File: src/rtl/mg2_arbiter.sv
// Two-input round-robin merge arbiter for 4-phase Send/Ack channels.
// Latches the winner's data and CPY/EXB mode, counts transfers, and flags a REQ-state timeout.
module mg2_arbiter #(
  parameter int W    = 16,
  parameter int CNTW = 8,
  parameter int TMO  = 255
) (
  input  logic            CLK,
  input  logic            MR,
  input  logic            Send_in0,
  input  logic            Send_in1,
  input  logic [W-1:0]    Data_in0,
  input  logic [W-1:0]    Data_in1,
  output logic            Ack_out0,
  output logic            Ack_out1,
  input  logic [1:0]      EN,
  input  logic [1:0]      CFG_CPY,
  input  logic [1:0]      CFG_EXB,
  output logic            Send_out,
  input  logic            Ack_in,
  output logic [W-1:0]    Data_out,
  output logic            CPY,
  output logic            EXB,
  output logic            GNT,
  output logic            BUSY,
  output logic [CNTW-1:0] CNT0,
  output logic [CNTW-1:0] CNT1,
  output logic            ERR
);

  typedef enum logic [1:0] {IDLE, REQ, ACKUP} state_t;

  state_t      state;
  logic        pri;
  logic [15:0] wdog;
  logic [15:0] wdog_nxt;
  logic [1:0]  elig;
  logic        pick;
  logic        gnt_send;

  assign elig     = {Send_in1, Send_in0} & EN;
  assign gnt_send = GNT ? Send_in1 : Send_in0;
  // Watchdog saturates so a very long stall cannot wrap back below TMO.
  assign wdog_nxt = (wdog == 16'hFFFF) ? wdog : wdog + 16'd1;

  always_comb begin
    pick = elig[1];
    if (elig == 2'b11) pick = pri;
  end

  always_ff @(posedge CLK) begin
    if (MR) begin
      state    <= IDLE;
      pri      <= 1'b0;
      wdog     <= '0;
      Send_out <= 1'b0;
      Ack_out0 <= 1'b0;
      Ack_out1 <= 1'b0;
      Data_out <= '0;
      CPY      <= 1'b0;
      EXB      <= 1'b1;
      GNT      <= 1'b0;
      BUSY     <= 1'b0;
      CNT0     <= '0;
      CNT1     <= '0;
      ERR      <= 1'b0;
    end else begin
      case (state)
        IDLE: begin
          if (elig != 2'b00) begin
            GNT      <= pick;
            Data_out <= pick ? Data_in1 : Data_in0;
            CPY      <= CFG_CPY[pick];
            EXB      <= CFG_EXB[pick];
            Send_out <= 1'b1;
            BUSY     <= 1'b1;
            wdog     <= '0;
            state    <= REQ;
          end
        end
        REQ: begin
          wdog <= wdog_nxt;
          if (wdog_nxt == 16'(TMO)) ERR <= 1'b1;
          // A requester dropping Send here is a protocol violation and is ignored.
          if (Ack_in) begin
            Send_out <= 1'b0;
            if (GNT) Ack_out1 <= 1'b1;
            else     Ack_out0 <= 1'b1;
            state <= ACKUP;
          end
        end
        ACKUP: begin
          if (!Ack_in && !gnt_send) begin
            if (GNT) begin
              Ack_out1 <= 1'b0;
              CNT1     <= CNT1 + CNTW'(1);
            end else begin
              Ack_out0 <= 1'b0;
              CNT0     <= CNT0 + CNTW'(1);
            end
            pri   <= ~GNT;
            BUSY  <= 1'b0;
            state <= IDLE;
          end
        end
        default: state <= IDLE;
      endcase
    end
  end

endmodule

File: config.mk
export PLATFORM = sky130hd
export DESIGN_NAME = mg2_arbiter
export DESIGN_NICKNAME = d
export VERILOG_FILES = /design/src/rtl/mg2_arbiter.sv
export SDC_FILE = /design/constraint.sdc
export NUM_CORES = 1
export LEC_CHECK = 0
export BUFFER_PORTS_ARGS = -buffer_cell sky130_fd_sc_hd__buf_2
export CORE_ASPECT_RATIO = 1.4
export CORE_UTILIZATION = 40
export DETAILED_ROUTE_END_ITERATION = 8
export GPL_TIMING_DRIVEN = 0
export MAX_ROUTING_LAYER = met4
export PLACE_DENSITY_LB_ADDON = 0.05
export SYNTH_ARGS = -nofsm -noshare
export SYNTH_HDL_FRONTEND = slang
export SYNTH_SLANG_ARGS = --single-unit
File: constraint.sdc
create_clock -name CLK -period 3.35 [get_ports CLK]
set_input_delay 0 -clock CLK [delete_from_list [all_inputs] [get_ports CLK]]
set_output_delay 0 -clock CLK [all_outputs]
set_load 0.1 [all_outputs]
==> out/metrics.cfg <==
[cts]
cts_root_buf=clkbuf_8
h-tree-depth=3
postCtsSetupBuffers=0
clock_tree.buffer_depth=2
clock-sinks=59
cts_tree=done
clock_insertion_delay_worst_skew_ps=330
cts_made_buffers=9
clk_transition_reported_paths_ps=60
post_cts.resized_instances=0

[sta]
hold_viol_final=0
worst_slew_margin_rel=0.449
maxClockFrequency_ghz=0.365
worst_slew_pin_slew_ps=820
post-route-min-period_ps=2740
finalSetupViolCount=0
unrepaired_setup_endpoints_after_global_routing=no
timing.setup.tns_ps=0
finalCritPeriodShare=0.818
skew_ps=4.99
final-max-slew-violation-count=0

[logic_synthesis]
yosysMostFrequentCell=nor2_1
netlist-cell-type-count=43
yosysTopAreaCellShare=0.411
ys_seq_area_frac=0.411
postSynthNetCount=378
synth_async_sr_flop_share=0
synth.largest_area_cell=dfxtp_1
syn-instance-count=332
synth_common_cells=65 x nor2_1, 59 x dfxtp_1, 26 x mux2i_1
synth_edf_count=0
synth_ff_type=dfxtp_1
syn-cell-area_um2=2880
ys_seq_elements=59
syn_area_per_cell_um2=8.66
synth_warnings=0
yosys-top-cells-area=dfxtp_1 41%, mux2i_1 9.1%, nor2_1 8.5%

[die]
placement_rows=36
dieWidth_um=73.7
floorplan.initialDensity=0.415
design.die.area_um2=7540
die_height_um=102
floorplan.io_pins=83
core_um2=6940

[power]
power_density_nw_per_um2=474
report.power.total_mw=1.71
power.static_leakage_nw=1.46
worst_ir_drop_vdd_mv=0.286

[global_route]
grt_first_pass_wirelength_mm=11.5
globalRouteMet1Util=0.229
gr_util_met3=0.0483
global_route.overflow_total=0
busiest_layer=met2
gr-usage-all-layers=0.206
grt_max_degree=11
globalRouteMet2Util=0.354
antenna_found_initial=0
vias_in_the_first_global_route=2499

[outcome]
run_status=completed

[layout]
fin_nets=475
fillCellCount=714
final_antenna_diode_count=0
layout-drive-gt1-share=0.247
synthToLayoutAreaGrowth_pct=25.4

[route]
route.antenna.remaining_nets=0
routed_wl_mm=6.99
drt-vias-per-instance=5.12
post-route-drc-count=0
via_count=2701
dr.pass1.iters=4
drt-wirelength-per-cell_um=13.2
first_iter_violations=113

[setup_path]
crit_path_start_kind=flip-flop
critPathMaxFanout=8
crit-reg2reg-launch=wdog[0]
worst-endpoint-arrival_ps=3000
worstPathRequired_ps=3610
critical_path_launch_point=wdog[0]
worst-setup-path-type=flip-flop to flip-flop
worst_setup_path_end_kind=flip-flop

[place]
buffer_ports.inserted=82
routabilityCongestion=0.839
detailed_place_hpwl_mm=5.26

[hold_path]
timing.hold.worst.class=primary input to flip-flop
worstHoldStart=Data_in1[7]

[run]
number_of_maximum_capacitance_constraint_violations=0

==> cell type report <==
cell class / instances / area [um^2] / area share
plain buffers: 19 / 77.6 / 0.0215
well taps: 95 / 119 / 0.0330
flip-flops and latches: 59 / 1180 / 0.328
multi-input cells: 249 / 1600 / 0.443
clock buffers: 12 / 145 / 0.0403
clock inverters: 3 / 15.0 / 0.00417
repair buffers: 86 / 450 / 0.125
inverters: 5 / 18.8 / 0.00521
==> cells by family after synthesis <==
kind of cell	share of synthesized area
AO/OA/AOI/OAI	0.144
multiplexers	0.0905
AND/OR/NAND/NOR	0.251
adder cells (fa/ha/maj)	0.0131
buffers and inverters	0.0335
XOR/XNOR	0.0579
flip-flops	0.411
==> power by group <==
| group | total (mW) | switching [mW] | internal [mW] |
|---|---|---|---|
| clock | 0.546 | 0.265 | 0.281 |
| sequential | 0.754 | 0.0195 | 0.734 |
| combinational | 0.408 | 0.319 | 0.0891 |
==> critical path, cell delays in order, from the launching register on <==
cell,delay [ps]
dfxtp_1,420
ha_1,280
nand3_2,220
nor4_4,570
mux2i_1,130
or4_1,540
or4_1,430
o22ai_2,90
==> flip-flops by register name, summed over array words and instances (netlist names) <==
signal    flops
Ack_out0      1
Ack_out1      1
BUSY          1
CNT0          8
CNT1          8
CPY           1
Data_out     16
ERR           1
EXB           1
GNT           1
Send_out      1
pri           1
state         2
wdog         16
==> per-stage QoR <==
stage | hold slack, ps | cell area (um^2) | setup slack [ps] | instances | utilization
after floorplan | 117 | 2880 | 946 | 332 | -
after global placement | 288 | 3400 | 635 | 509 | 0.491
after detailed placement | 297 | 3400 | 632 | 509 | 0.491
after CTS | 0.224 | 3600 | 609 | 528 | 0.520
after global routing | 11.1 | 3600 | 399 | 528 | 0.520
final | 9.34 | 3600 | 609 | 528 | 0.520
==> layout by cell type (no fill, tap or decap), types with 2 or more instances in the layout <==
cell type	count
mux2i_1	26
a21oi_1	14
or3_1	2
dlygate4sd3_1	4
and3_1	2
a22oi_1	3
nor3_1	9
nand3_1	6
ha_1	3
o21ai_0	9
a311oi_1	6
a211oi_1	18
nor4_1	2
or4_1	3
buf_2	84
dfxtp_1	59
nand2b_1	4
inv_1	5
nor2_1	65
xnor2_1	10
clkbuf_1	17
and2_1	4
nor3b_1	2
nand4_4	2
nor2b_1	2
xor2_1	9
clkinv_2	3
clkbuf_8	10
a31oi_1	6
nand4_1	9
nand2_1	20
==> final timing paths <==
path,cells after the start,slack (ps),endpoint
worst max-delay path,7,610,ERR
worst min-delay path,3,9,Data_out[7]
worst min register to register,1,450,EXB
worst max register to register,7,610,ERR
==> repair_timing <==
item / in CTS / in global routing
hold buffers: 4 / 0
setup endpoints to repair: 0 / 0
hold endpoints to repair: 3 / 0
==> layer usage <==
metal / vias to the layer above / routed length (um)
li1: 1382 / -
met1: 1239 / 3000
met2: 70 / 3590
met3: 10 / 306
met4: 0 / 98
met5: - / 0
No activity file was read; power rests on OpenSTA's default activity.
